--- config.mk ---
export PLATFORM = sky130hd
export DESIGN_NAME = bcd_to_bin
export DESIGN_NICKNAME = d
export VERILOG_FILES = /design/src/rtl/bcd_to_bin.sv
export SDC_FILE = /design/constraint.sdc
export NUM_CORES = 1
export LEC_CHECK = 0
export BUFFER_PORTS_ARGS = -buffer_cell sky130_fd_sc_hd__buf_2
export CORE_ASPECT_RATIO = 1.75
export CORE_MARGIN = 1
export CORE_UTILIZATION = 46
export DETAILED_ROUTE_END_ITERATION = 7
export PLACE_DENSITY = 0.63
export SYNTH_ARGS = -nofsm -noshare
export SYNTH_HDL_FRONTEND = slang
export SYNTH_SLANG_ARGS = --single-unit
--- constraint.sdc ---
create_clock -name clk -period 2.18 [get_ports clk]
set_clock_uncertainty 0.2 [all_clocks]
set_input_delay 0.109 -clock clk [delete_from_list [all_inputs] [get_ports clk]]
set_output_delay 0.109 -clock clk [all_outputs]
set_load 0.03 [all_outputs]
--- src/rtl/bcd_to_bin.sv ---
// Sequential BCD-to-binary converter using reverse double-dabble.
// Optional saturation on overflow: define BCD_TO_BIN_SATURATE_EN.
module bcd_to_bin #(
    parameter int DIGITS = 3,
    parameter int BIN_W  = 8,
    parameter int CONV_W = 10
) (
    input  logic                  clk,
    input  logic                  rst,
    input  logic                  start,
    input  logic [4*DIGITS-1:0]   bcd_in,
    output logic                  busy,
    output logic                  done,
    output logic [BIN_W-1:0]      bin_out,
    output logic                  ovf,
    output logic                  err_digit
);

    localparam int DW = 4 * DIGITS;
    localparam int CW = $clog2(CONV_W + 1);

    typedef enum logic [1:0] {
        IDLE,
        SHIFT,
        DONE
    } state_t;

    state_t state_q, state_d;

    logic [DW-1:0]     d_q, d_d;
    logic [CONV_W-1:0] b_q, b_d;
    logic [CW-1:0]     cnt_q, cnt_d;
    logic              err_q, err_d;

    logic [BIN_W-1:0]  bin_q, bin_d;
    logic              ovf_q, ovf_d;
    logic              erro_q, erro_d;

    logic              in_err;
    logic              last_step;
    logic              enter_done;
    logic [DW+CONV_W-1:0] sh;
    logic [DW-1:0]     d_sh;
    logic [CONV_W-1:0] b_sh;
    logic [CONV_W-1:0] hi;
    logic              res_ovf;
    logic [BIN_W-1:0]  res_bin;

    always_comb begin
        in_err = 1'b0;
        for (int i = 0; i < DIGITS; i++) begin
            if (bcd_in[4*i +: 4] > 4'd9) in_err = 1'b1;
        end
    end

    assign last_step = (cnt_q == CW'(CONV_W));

    // State register
    always_ff @(posedge clk) begin
        if (rst) state_q <= IDLE;
        else     state_q <= state_d;
    end

    // Next-state logic; an invalid digit skips the shift phase entirely
    always_comb begin
        state_d = state_q;
        unique case (state_q)
            IDLE:    if (start) state_d = SHIFT;
            SHIFT:   if (err_q || last_step) state_d = DONE;
            DONE:    state_d = IDLE;
            default: state_d = IDLE;
        endcase
    end

    // FSM outputs
    always_comb begin
        busy = 1'b0;
        done = 1'b0;
        unique case (state_q)
            IDLE:    busy = 1'b0;
            SHIFT:   busy = 1'b1;
            DONE: begin
                busy = 1'b1;
                done = 1'b1;
            end
            default: busy = 1'b0;
        endcase
    end

    // One reverse double-dabble step: shift right, then fix digits >= 8
    always_comb begin
        sh   = {d_q, b_q} >> 1;
        d_sh = sh[DW+CONV_W-1:CONV_W];
        b_sh = sh[CONV_W-1:0];
        for (int i = 0; i < DIGITS; i++) begin
            if (d_sh[4*i +: 4] >= 4'd8) d_sh[4*i +: 4] = d_sh[4*i +: 4] - 4'd3;
        end
    end

    always_comb begin
        hi      = b_q >> BIN_W;
        res_ovf = |hi;
        res_bin = b_q[BIN_W-1:0];
`ifdef BCD_TO_BIN_SATURATE_EN
        if (res_ovf) res_bin = '1;
`else
        res_bin = b_q[BIN_W-1:0];
`endif
    end

    assign enter_done = (state_q != DONE) && (state_d == DONE);

    always_comb begin
        d_d    = d_q;
        b_d    = b_q;
        cnt_d  = cnt_q;
        err_d  = err_q;
        bin_d  = bin_q;
        ovf_d  = ovf_q;
        erro_d = erro_q;
        if (state_q == IDLE && start) begin
            d_d   = bcd_in;
            b_d   = '0;
            cnt_d = '0;
            err_d = in_err;
        end else if (state_q == SHIFT && !err_q && !last_step) begin
            d_d   = d_sh;
            b_d   = b_sh;
            cnt_d = cnt_q + CW'(1);
        end
        if (enter_done) begin
            bin_d  = err_q ? '0 : res_bin;
            ovf_d  = err_q ? 1'b0 : res_ovf;
            erro_d = err_q;
        end
    end

    always_ff @(posedge clk) begin
        if (rst) begin
            d_q    <= '0;
            b_q    <= '0;
            cnt_q  <= '0;
            err_q  <= 1'b0;
            bin_q  <= '0;
            ovf_q  <= 1'b0;
            erro_q <= 1'b0;
        end else begin
            d_q    <= d_d;
            b_q    <= b_d;
            cnt_q  <= cnt_d;
            err_q  <= err_d;
            bin_q  <= bin_d;
            ovf_q  <= ovf_d;
            erro_q <= erro_d;
        end
    end

    assign bin_out   = bin_q;
    assign ovf       = ovf_q;
    assign err_digit = erro_q;

endmodule

==> out/summary.json <==
{
  "critical_path": {
    "critical_path_class": "reg2reg",
    "worst_setup_path_end_kind": "register",
    "path_max_fanout": 10,
    "cp-start-kind": "register",
    "worst-endpoint-required_ns": 2.15,
    "critical_path_arrival_ns": 2.00
  },
  "floorplanning": {
    "initial_core_util_pct": 47.9,
    "fp-row-count": 30,
    "floorplan.io_pins": 27,
    "die_w_um": 49.9,
    "floorplan.core_area_mm2": 0.00387,
    "design.die.area_mm2": 0.00429,
    "die_h_um": 85.9
  },
  "clocking": {
    "cts-root-to-sink-buffers": 2,
    "clk_transition_reported_paths_ns": 0.06,
    "cts_inserted_buffers": 5,
    "root_buffer": "sky130_fd_sc_hd__clkbuf_8",
    "ctsResizeCount": 0,
    "tritoncts": "built",
    "numClockSinks": 39,
    "clk_latency_ns": 0.28,
    "htree_num_levels": 2
  },
  "placed_design": {
    "finalWeightedCongestion": 0.733,
    "port-buffer-count": 26,
    "place_hpwl_mm": 2.83,
    "dpl_worst_slack_ns": 0.151
  },
  "synth": {
    "postSynthRegisterBits": 39,
    "synthDistinctLibCells": 33,
    "compound_cell_area_share_of_the_yosys_netlist_pct": 11.5,
    "leading_cell_types_by_count_after_synthesis": "sky130_fd_sc_hd__dfxtp_1, sky130_fd_sc_hd__nand2_1, sky130_fd_sc_hd__a21oi_1",
    "synth-adder-area-share_pct": 6.09,
    "synth.area.mux_share_pct": 6.49,
    "synth_fp_nets": 238,
    "synth_edf_count": 0,
    "synthCells": 214,
    "postSynth.asyncResetShare_pct": 0,
    "synth_top_cell_by_area": "sky130_fd_sc_hd__dfxtp_1",
    "largest_family_of_logic_cells_by_synthesized_area": "simple AND/OR/NAND/NOR gates",
    "mean_instance_size_in_the_synthesized_netlist_um2": 8.65,
    "syn_area_mm2": 0.00185,
    "yosysWarnings": 0,
    "synth_area_leaders": "sky130_fd_sc_hd__dfxtp_1, sky130_fd_sc_hd__nand2_1, sky130_fd_sc_hd__mux2i_1",
    "synth_seq_area_share_pct": 42.2,
    "simple_gate_share_of_the_synthesized_area_pct": 25.8,
    "synth_most_common_cell": "sky130_fd_sc_hd__dfxtp_1",
    "netlist.area_leader.share_pct": 42.2,
    "most_used_flip_flop_cell_after_synthesis": "sky130_fd_sc_hd__dfxtp_1",
    "xor_xnor_share_of_the_synthesized_area_pct": 3.31
  },
  "power": {
    "cellPowerDensity_mw_per_mm2": 652,
    "total_leakage_power_nw": 0.907,
    "vdd_drop_max_mv": 0.355
  },
  "timing": {
    "grt_setup_unrepaired": "false",
    "worst_pin_slew_ns": 0.550,
    "final_hold_viol_count": 0,
    "setup_tns_ns": 0,
    "finalSetupViolations": 0,
    "setup_ws_ns": 0.151,
    "maxClockFrequency_mhz": 493,
    "timing.max_slew.rel_slack_pct": 63.2,
    "layout_min_cycle_time_ns": 2.03,
    "drv_slew": 0,
    "final.period_utilization_pct": 93.1
  },
  "route": {
    "ant_nets": 0,
    "routed_via_density": 5.27,
    "drt-total-wl_mm": 3.90,
    "drt_first_pass_iters": 4,
    "num_vias": 1598,
    "drc_errors": 0,
    "drtIter0Drc": 45,
    "drt-wirelength-per-cell_um": 12.9
  },
  "cells_and_area": {
    "areaGrowthSynthToFinish_pct": 21.4,
    "fillCellCount": 375,
    "diodes": 0,
    "layout-drive-gt1-share_pct": 16.1,
    "total_number_of_nets_in_the_final_design": 280
  },
  "global_route": {
    "grt_pass1_vias": 1660,
    "overflow": 0,
    "groute.usage.overall_pct": 21.1,
    "antenna_violations_before_repair": 0,
    "first_pass_grt_wire_length_mm": 6.89,
    "grt_max_degree": 21
  },
  "hold_path": {
    "worstHoldPathType": "in2reg"
  },
  "job": {
    "maxCapViolCount": 0
  },
  "outcome": {
    "status": "completed"
  }
}
[worst max-delay path: stages, from the launching register on]
cell	delay [ns]
sky130_fd_sc_hd__dfxtp_1	0.35
sky130_fd_sc_hd__inv_1	0.07
sky130_fd_sc_hd__ha_1	0.16
sky130_fd_sc_hd__and3b_1	0.22
sky130_fd_sc_hd__o31ai_1	0.11
sky130_fd_sc_hd__or4_4	0.65
sky130_fd_sc_hd__mux2i_1	0.16
[per-layer routing]
| metal | routed length, um | up-vias | global-route usage, % |
|---|---|---|---|
| li1 | - | 815 | - |
| met1 | 1510 | 733 | 19.7 |
| met4 | 84 | 0 | 9.87 |
| met5 | 0 | - | 0 |
| met3 | 117 | 11 | 3.72 |
| met2 | 2190 | 39 | 42.1 |
[power by group]
| group | leakage, nW | switching (mW) | total [mW] | internal, mW |
|---|---|---|---|---|
| logic | 0.553 | 0.141 | 0.256 | 0.115 |
| clock network | 0.0371 | 0.219 | 0.432 | 0.213 |
| registers | 0.317 | 0.0325 | 0.777 | 0.744 |
[sequential cells by signal, summed over array words and instances, names as in the netlist]
name and flops:
state_q 2, ovf 1, cnt_q 4, err_digit 1, b_q 10, bin_out 8, err_q 1, d_q 12
[final timing paths]
path | start | to | slack, ns | depth (start not counted)
setup reg to reg | cnt_q[0] | bin_out[3] | 0.15 | 6
setup / recovery | cnt_q[0] | bin_out[3] | 0.15 | 6
hold reg to reg | d_q[0] | b_q[9] | 0.26 | 2
hold / removal | rst | d_q[3] | 0.04 | 2
[cell families after synthesis]
group,Yosys count
AOI/OAI and AO/OA,35
DFF,39
muxes,12
adders and majority gates,9
and+or+nand+nor,92
buffers and inverters,20
xor gates and xnor gates,7
[layout by cell type, fill, tap and decap left out, types with 9 or more instances in the layout]
cell and count:
sky130_fd_sc_hd__buf_4 9, sky130_fd_sc_hd__a21oi_1 15, sky130_fd_sc_hd__dfxtp_1 39, sky130_fd_sc_hd__buf_2 26
sky130_fd_sc_hd__nand2_1 34, sky130_fd_sc_hd__ha_1 9, sky130_fd_sc_hd__nand2b_1 12, sky130_fd_sc_hd__dlygate4sd3_1 12
sky130_fd_sc_hd__mux2i_1 12, sky130_fd_sc_hd__nor2_1 12
[repair_timing]
item / in CTS / in global routing
hold buffers: 12 / 0
setup buffers: 0 / 0
hold endpoints to repair: 12 / 0
[cell type report]
class	instances	area [um2]	share of cell area, %
Clock buffer	6	72.6	3.23
Inverter	8	30.0	1.34
Multi-Input combinational cell	155	985	43.8
Sequential cell	39	781	34.8
Tap cell	48	60.1	2.67
Timing Repair Buffer	47	318	14.2
[metrics by stage]
stage	hold WS [ns]	util (%)	cells	area [um2]	power, mW
after global routing	0.0655	58.1	303	2250	1.54
after floorplan	0.0450	-	214	1850	0.952
after global placement	0.156	53.1	285	2050	1.03
final	0.0364	58.1	303	2250	1.46
after CTS	0.0340	58.1	303	2250	1.49
after detailed placement	0.161	53.1	285	2050	1.03
Power figures use the tool's default switching activity.
